$ cat src/rtl/fetch_pkg.sv
// Shared types and constants for the instruction fetch stage.
package fetch_pkg;

    typedef enum logic [1:0] {
        REQ   = 2'd0,
        HOLD  = 2'd1,
        FAULT = 2'd2
    } fetch_state_t;

    localparam logic [31:0] NOP_INSTR = 32'h0000_0013;
    localparam int          PC_STEP   = 4;

endpackage

$ cat src/rtl/fetch_unit.sv
// Instruction fetch stage: owns the PC, reads one word per grant from a combinational ROM
// and hands it to decode over valid/ready, honouring redirects and trapping misaligned targets.
module fetch_unit
    import fetch_pkg::*;
#(
    parameter int                ADDR_W   = 32,
    parameter logic [ADDR_W-1:0] RESET_PC = '0
) (
    input  logic              clk,
    input  logic              rst,
    input  logic              bus_gnt,
    output logic              bus_rd,
    output logic [ADDR_W-1:0] bus_addr,
    input  logic [31:0]       bus_data,
    output logic              instr_valid,
    input  logic              instr_ready,
    output logic [31:0]       instr,
    output logic [ADDR_W-1:0] instr_pc,
    input  logic              redirect_valid,
    input  logic [ADDR_W-1:0] redirect_pc,
    output logic              fault
);

    // Handshake: an instruction transfers on a rising edge where instr_valid && instr_ready;
    // instr/instr_pc hold steady while valid is up and ready is low.

    fetch_state_t      state_q, state_d;
    logic [ADDR_W-1:0] pc_q;
    logic [31:0]       instr_q;
    logic [ADDR_W-1:0] instr_pc_q;
    logic              valid_q;
    logic              fault_q;
    logic              redirect_ok;

    assign redirect_ok = (redirect_pc[1:0] == 2'b00);

    always_ff @(posedge clk) begin
        if (rst) begin
            state_q <= REQ;
        end else begin
            state_q <= state_d;
        end
    end

    always_comb begin
        state_d = state_q;
        case (state_q)
            REQ: begin
                if (redirect_valid) begin
                    state_d = redirect_ok ? REQ : FAULT;
                end else if (bus_gnt) begin
                    state_d = HOLD;
                end
            end
            HOLD: begin
                if (redirect_valid) begin
                    state_d = redirect_ok ? REQ : FAULT;
                end else if (valid_q && instr_ready) begin
                    state_d = REQ;
                end
            end
            default: state_d = FAULT;
        endcase
    end

    // Redirect suppresses the read so a stale word is never latched in the same cycle.
    always_comb begin
        bus_rd   = (state_q == REQ) && bus_gnt && !redirect_valid;
        bus_addr = pc_q >> 2;
    end

    always_ff @(posedge clk) begin
        if (rst) begin
            pc_q       <= RESET_PC;
            instr_q    <= NOP_INSTR;
            instr_pc_q <= '0;
            valid_q    <= 1'b0;
            fault_q    <= 1'b0;
        end else if (state_q == FAULT) begin
            valid_q <= 1'b0;
        end else if (redirect_valid) begin
            valid_q <= 1'b0;
            if (redirect_ok) begin
                pc_q <= redirect_pc;
            end else begin
                fault_q <= 1'b1;
            end
        end else if (state_q == REQ && bus_gnt) begin
            instr_q    <= bus_data;
            instr_pc_q <= pc_q;
            pc_q       <= pc_q + ADDR_W'(PC_STEP);
            valid_q    <= 1'b1;
        end else if (state_q == HOLD && valid_q && instr_ready) begin
            valid_q <= 1'b0;
        end
    end

    assign instr_valid = valid_q;
    assign instr       = instr_q;
    assign instr_pc    = instr_pc_q;
    assign fault       = fault_q;

    a_rd_only_when_owned: assert property (@(posedge clk) disable iff (rst)
        bus_rd |-> (state_q == REQ && bus_gnt && !redirect_valid));

endmodule

$ cat config.mk
export PLATFORM = sky130hd
export DESIGN_NAME = fetch_unit
export DESIGN_NICKNAME = d
export VERILOG_FILES = /design/src/rtl/fetch_pkg.sv /design/src/rtl/fetch_unit.sv
export SDC_FILE = /design/constraint.sdc
export NUM_CORES = 1
export LEC_CHECK = 0
export ABC_AREA = 1
export BUFFER_PORTS_ARGS = -buffer_cell sky130_fd_sc_hd__buf_2
export CELL_PAD_IN_SITES_DETAIL_PLACEMENT = 0
export CELL_PAD_IN_SITES_GLOBAL_PLACEMENT = 1
export CORE_ASPECT_RATIO = 2
export CORE_MARGIN = 1
export CORE_UTILIZATION = 37
export CTS_BUF_LIST = sky130_fd_sc_hd__clkbuf_4 sky130_fd_sc_hd__clkbuf_8 sky130_fd_sc_hd__clkbuf_16
export CTS_CLUSTER_SIZE = 14
export DETAILED_ROUTE_END_ITERATION = 7
export GPL_ROUTABILITY_DRIVEN = 0
export GPL_TIMING_DRIVEN = 0
export PLACE_DENSITY = 0.94
export SYNTH_ARGS = -nofsm -noshare
export SYNTH_HDL_FRONTEND = slang
export SYNTH_SLANG_ARGS = --single-unit
$ cat constraint.sdc
create_clock -name clk -period 3.05 [get_ports clk]
set_clock_uncertainty 0.05 [all_clocks]
set_input_delay 0.305 -clock clk [delete_from_list [all_inputs] [get_ports clk]]
set_output_delay 0.305 -clock clk [all_outputs]
set_load 0.05 [all_outputs]
# == Yosys cells after proc, flatten, opt, wreduce, memory -nomap -nowiden ==
# Cells that the tools add are included.
# totals
output_inout_bits,99
ff_bits,100
# classes
bitwise_logic,3
muxes,11
n_addsub,1
eq_ne,5
n_reduce_logical,15
# ops
op,count
$mux W32,3
$add A32 B3 Y32 const B,1
$mux W2,5
$reduce_and A3 Y1,3
$ne A3 B3 Y1 const B,2
$logic_and A1 B1 Y1,5
$logic_not A2 Y1,2
$pmux W2 S2,1
$reduce_bool A2 Y1,2
$not A1 Y1,3
$reduce_or A3 Y1,1
$eq A2 B1 Y1 const B,1
$eq A2 B2 Y1 const B,1
$mux W1,2
$ne A2 B1 Y1 const B,1
$reduce_and A2 Y1,1
$logic_not A1 Y1,1

# == Logic depth before layout (Yosys ltp) ==
# logic_depth
word_depth,5
ltp_mapped,12
ltp_nobuf,10

# == Worst setup path before layout ==
# OpenSTA, ideal clock, no wires.
# synth_timing
path_type,reg-to-output
from,reg state_q[0]
to,out bus_rd
setup_slack_ns,1.390
t_required_ns,2.695
stages_incl_launch_ff,5
t_arrival_ns,1.305
path_cell_list,dfxtp_1 nor2_1 nand2_1 nor2_4 buf_1
# synth_between
elab_chain_len,3
# synth_lines
item,line_no,source
from (decl),fetch_unit.sv:27,"fetch_state_t state_q, state_d;"
from (signal assigned),fetch_unit.sv:41,state_q <= state_d;
$logic_not A2 Y1,fetch_unit.sv:68,bus_rd = (state_q == REQ) && bus_gnt && !redirect_valid;
$logic_and A1 B1 Y1 (2 in a row),fetch_unit.sv:68,
to (decl),fetch_unit.sv:12,"output logic bus_rd,"
# No other way between the ends.

# == Worst setup path after layout ==
# Ends and elaborated chain as after synthesis.

==> flow_metrics.env <==
export IMPL_status="finished clean"
export IMPL_ant_nets=0
export IMPL_vias=5131
export IMPL_finalInstanceArea_mm2=0.00612
export IMPL_die_x_um=82.6
export IMPL_slowest_delay_ns=0.41
export IMPL_grt_usage_pct=24.1
export IMPL_ctsHoldBuffers=0
export IMPL_clkPwrFrac_pct=33.6
export IMPL_layout_common_cells="buf_2, nor2_1, nand2_1"
export IMPL_fmax_ghz=0.433
export IMPL_critPathTopFamily="buffers and inverters"
export IMPL_crit_path_end_kind="output port"
export IMPL_hp_class="in -> reg"
export IMPL_cts_buffers=9
export IMPL_clk_latency_ns=0.35
export IMPL_crit_path_end="bus_rd"
export IMPL_maxCapViolCount=0
export IMPL_drc_errors=0
export IMPL_area_growth_pct=27.3
export IMPL_pwr_density_cell_mw_per_mm2=565
export IMPL_syn_area_mm2=0.00481
export IMPL_htreeDepth=3
export IMPL_crit_start="state_q[0]"
export IMPL_slew_violations=0
export IMPL_synth_edff_count=0
export IMPL_grt_pass1_vias=4811
export IMPL_slew_headroom_pct=59.2
export IMPL_finalSetupTns_ns=0
export IMPL_cp_cell_sequence="nor2_1 > nand2_1 > nor2_4 > buf_1 > buf_2"
export IMPL_placed_area_mm2=0.00582
export IMPL_drive_above_1_share_pct=25.9
export IMPL_seq_area_mm2=0.00200
export IMPL_yosysTopAreaCellShare_pct=41.6
export IMPL_post_cts_resized=0
export IMPL_synth_top_area_cell="dfxtp_1"
export IMPL_cts_sinks=100
export IMPL_power_frac_comb_pct=23.6
export IMPL_tritoncts="built"
export IMPL_setup_viol=0
export IMPL_post_cts_buffers=0
export IMPL_final_net_count=967
export IMPL_cts_clk_slew_worst_paths_ns=0.08
export IMPL_cts_buffer_depth=2
export IMPL_syn_avg_cell_area_um2=6.67
export IMPL_multi_input_area_mm2=0.00225
export IMPL_reg2reg_slack_ns=0.90
export IMPL_overflow=0
export IMPL_drt_iter0_drc=229
export IMPL_postSynth_asyncResetShare_pct=0
export IMPL_synth_cell_types=30
export IMPL_cp_start_kind="flip-flop"
export IMPL_fin_crit_sh_pct=75.6
export IMPL_path_buf_inv=2
export IMPL_ys_warn_count=0
export IMPL_dpl_hpwl_mm=12.5
export IMPL_criticalPathCategory="reg -> out"
export IMPL_synth_seq_area_share_pct=41.6
export IMPL_crit_path_top_delay_cell="buf_1"
export IMPL_ctsRootBufferMaster="clkbuf_16"
export IMPL_reg2reg_depth=10
export IMPL_rsz0062_at_grt="false"
export IMPL_io_pin_count=168
export IMPL_p_leak_nw=2.90
export IMPL_rr_endpoint="pc_q[30]"
export IMPL_whs_ns=0.111
export IMPL_path_depth=5
export IMPL_netlist_instances=721
export IMPL_synth_seq_cells=100
export IMPL_arrival_ns=1.95
export IMPL_num_rows=58
export IMPL_switching_share_pct=36.0
export IMPL_synthTopCellsByArea="dfxtp_1, nor2_1, nand2_1"
export IMPL_first_pass_iters=5
export IMPL_antenna_found_initial=0
export IMPL_switching_power_mw=1.24
export IMPL_finalHoldViolCount=0
export IMPL_intPower_mw=2.21
export IMPL_final_common_cell="buf_2"
export IMPL_period_needed_ns=2.31
export IMPL_cp_max_fo=10
export IMPL_port_buffers=164
export IMPL_grt_max_degree=21
export IMPL_grt_pass1_wl_mm=24.1
export IMPL_fp_dieArea_mm2=0.0135
export IMPL_crit_required_ns=2.69
export IMPL_core_area_mm2=0.0126
export IMPL_n_antenna_cell=0
export IMPL_fill_cells=1417
export IMPL_hp_start="bus_data[1]"
export IMPL_routedWlPerCell_um=15.1
export IMPL_ir_worst_vdd_mv=0.384
export IMPL_wl_mm=15.8
export IMPL_synth_ff_type="dfxtp_1"
export IMPL_timing_rr_start="pc_q[3]"
export IMPL_die_h_um=163
export IMPL_tightestPinTransition_ns=0.612
export IMPL_vias_per_cell=4.88
export IMPL_pwr_share_seq_pct=42.8
export IMPL_initial_core_util_pct=38.1
-- cell usage after synthesis (3+ instances only) --
library cell / number
a31oi_1: 3
nand3_1: 37
o21ai_0: 83
clkbuf_1: 25
nand2_1: 161
dfxtp_1: 100
nor2_4: 3
inv_1: 32
nor2_1: 164
buf_6: 4
buf_2: 5
buf_4: 33
nor2_2: 5
nor3_1: 3
a21oi_1: 45
-- routing by layer --
metal | share of wire (%) | track usage [%]
met1 | 35 | 24.2
met2 | 54 | 43.9
met3 | 4.9 | 4.36
met4 | 6.0 | 14.9
met5 | 0 | 0
-- metrics by stage --
step / power [mW] / std cells / util [%] / setup WS, ns
finish: 3.45 / 1052 / 48.5 / 0.743
floorplan: 2.09 / 722 / - / 1.39
detailed placement: 2.32 / 1036 / 46.1 / 0.970
global placement: 2.32 / 1036 / 46.1 / 0.989
CTS: 3.48 / 1052 / 48.5 / 0.723
global route: 3.60 / 1052 / 48.5 / 0.603
-- registers in the layout (all words and copies together) (netlist names) --
register     cells
fault            1
instr           32
instr_pc        32
instr_valid      1
pc_q            32
state_q          2
-- worst min path at each step --
stage	end	slack, ns	depth (start not counted)
floorplan	instr_valid	0.34	1
global placement	instr[1]	0.38	2
detailed placement	instr[4]	0.39	2
CTS	instr_valid	0.10	2
global route	instr_valid	0.12	2
finish	instr[1]	0.11	3
-- worst reg2reg max path: cells and delay by family (launching register included) --
kind / cells / cell delay (ns)
AND/OR/NAND/NOR: 8 / 1.17
AO/OA/AOI/OAI: 1 / 0.05
adder cells (fa/ha/maj): 1 / 0.25
flip-flops: 1 / 0.49
-- power groups by stage --
stage / logic [mW] / clock network (mW) / registers, mW
detailed placement: 0.819 / 0 / 1.50
CTS: 0.821 / 1.19 / 1.48
finish: 0.817 / 1.16 / 1.48
floorplan: 0.394 / 0 / 1.69
global route: 0.876 / 1.23 / 1.49
global placement: 0.814 / 0 / 1.51
-- logic make-up after synthesis --
family                     after synthesis  synth area share (%)
other                                    1                0.0780
DFF                                    100                  41.6
xor gates and xnor gates                 2                 0.364
AOI/OAI and AO/OA                      138                  14.8
and+or+nand+nor                        376                  31.3
adders and majority gates                1                 0.260
buffers and inverters                  103                  11.5
-- area by class of cell --
cell class	instances	share of cell area, %
tap	150	3.07
clock buffer	9	3.68
sequential	100	32.7
inverter	35	2.27
timing repair buffer	164	13.4
clock inverter	7	1.21
multi-input combinational	519	36.9
buffer	68	6.79
(Power assumes the default switching activity.)
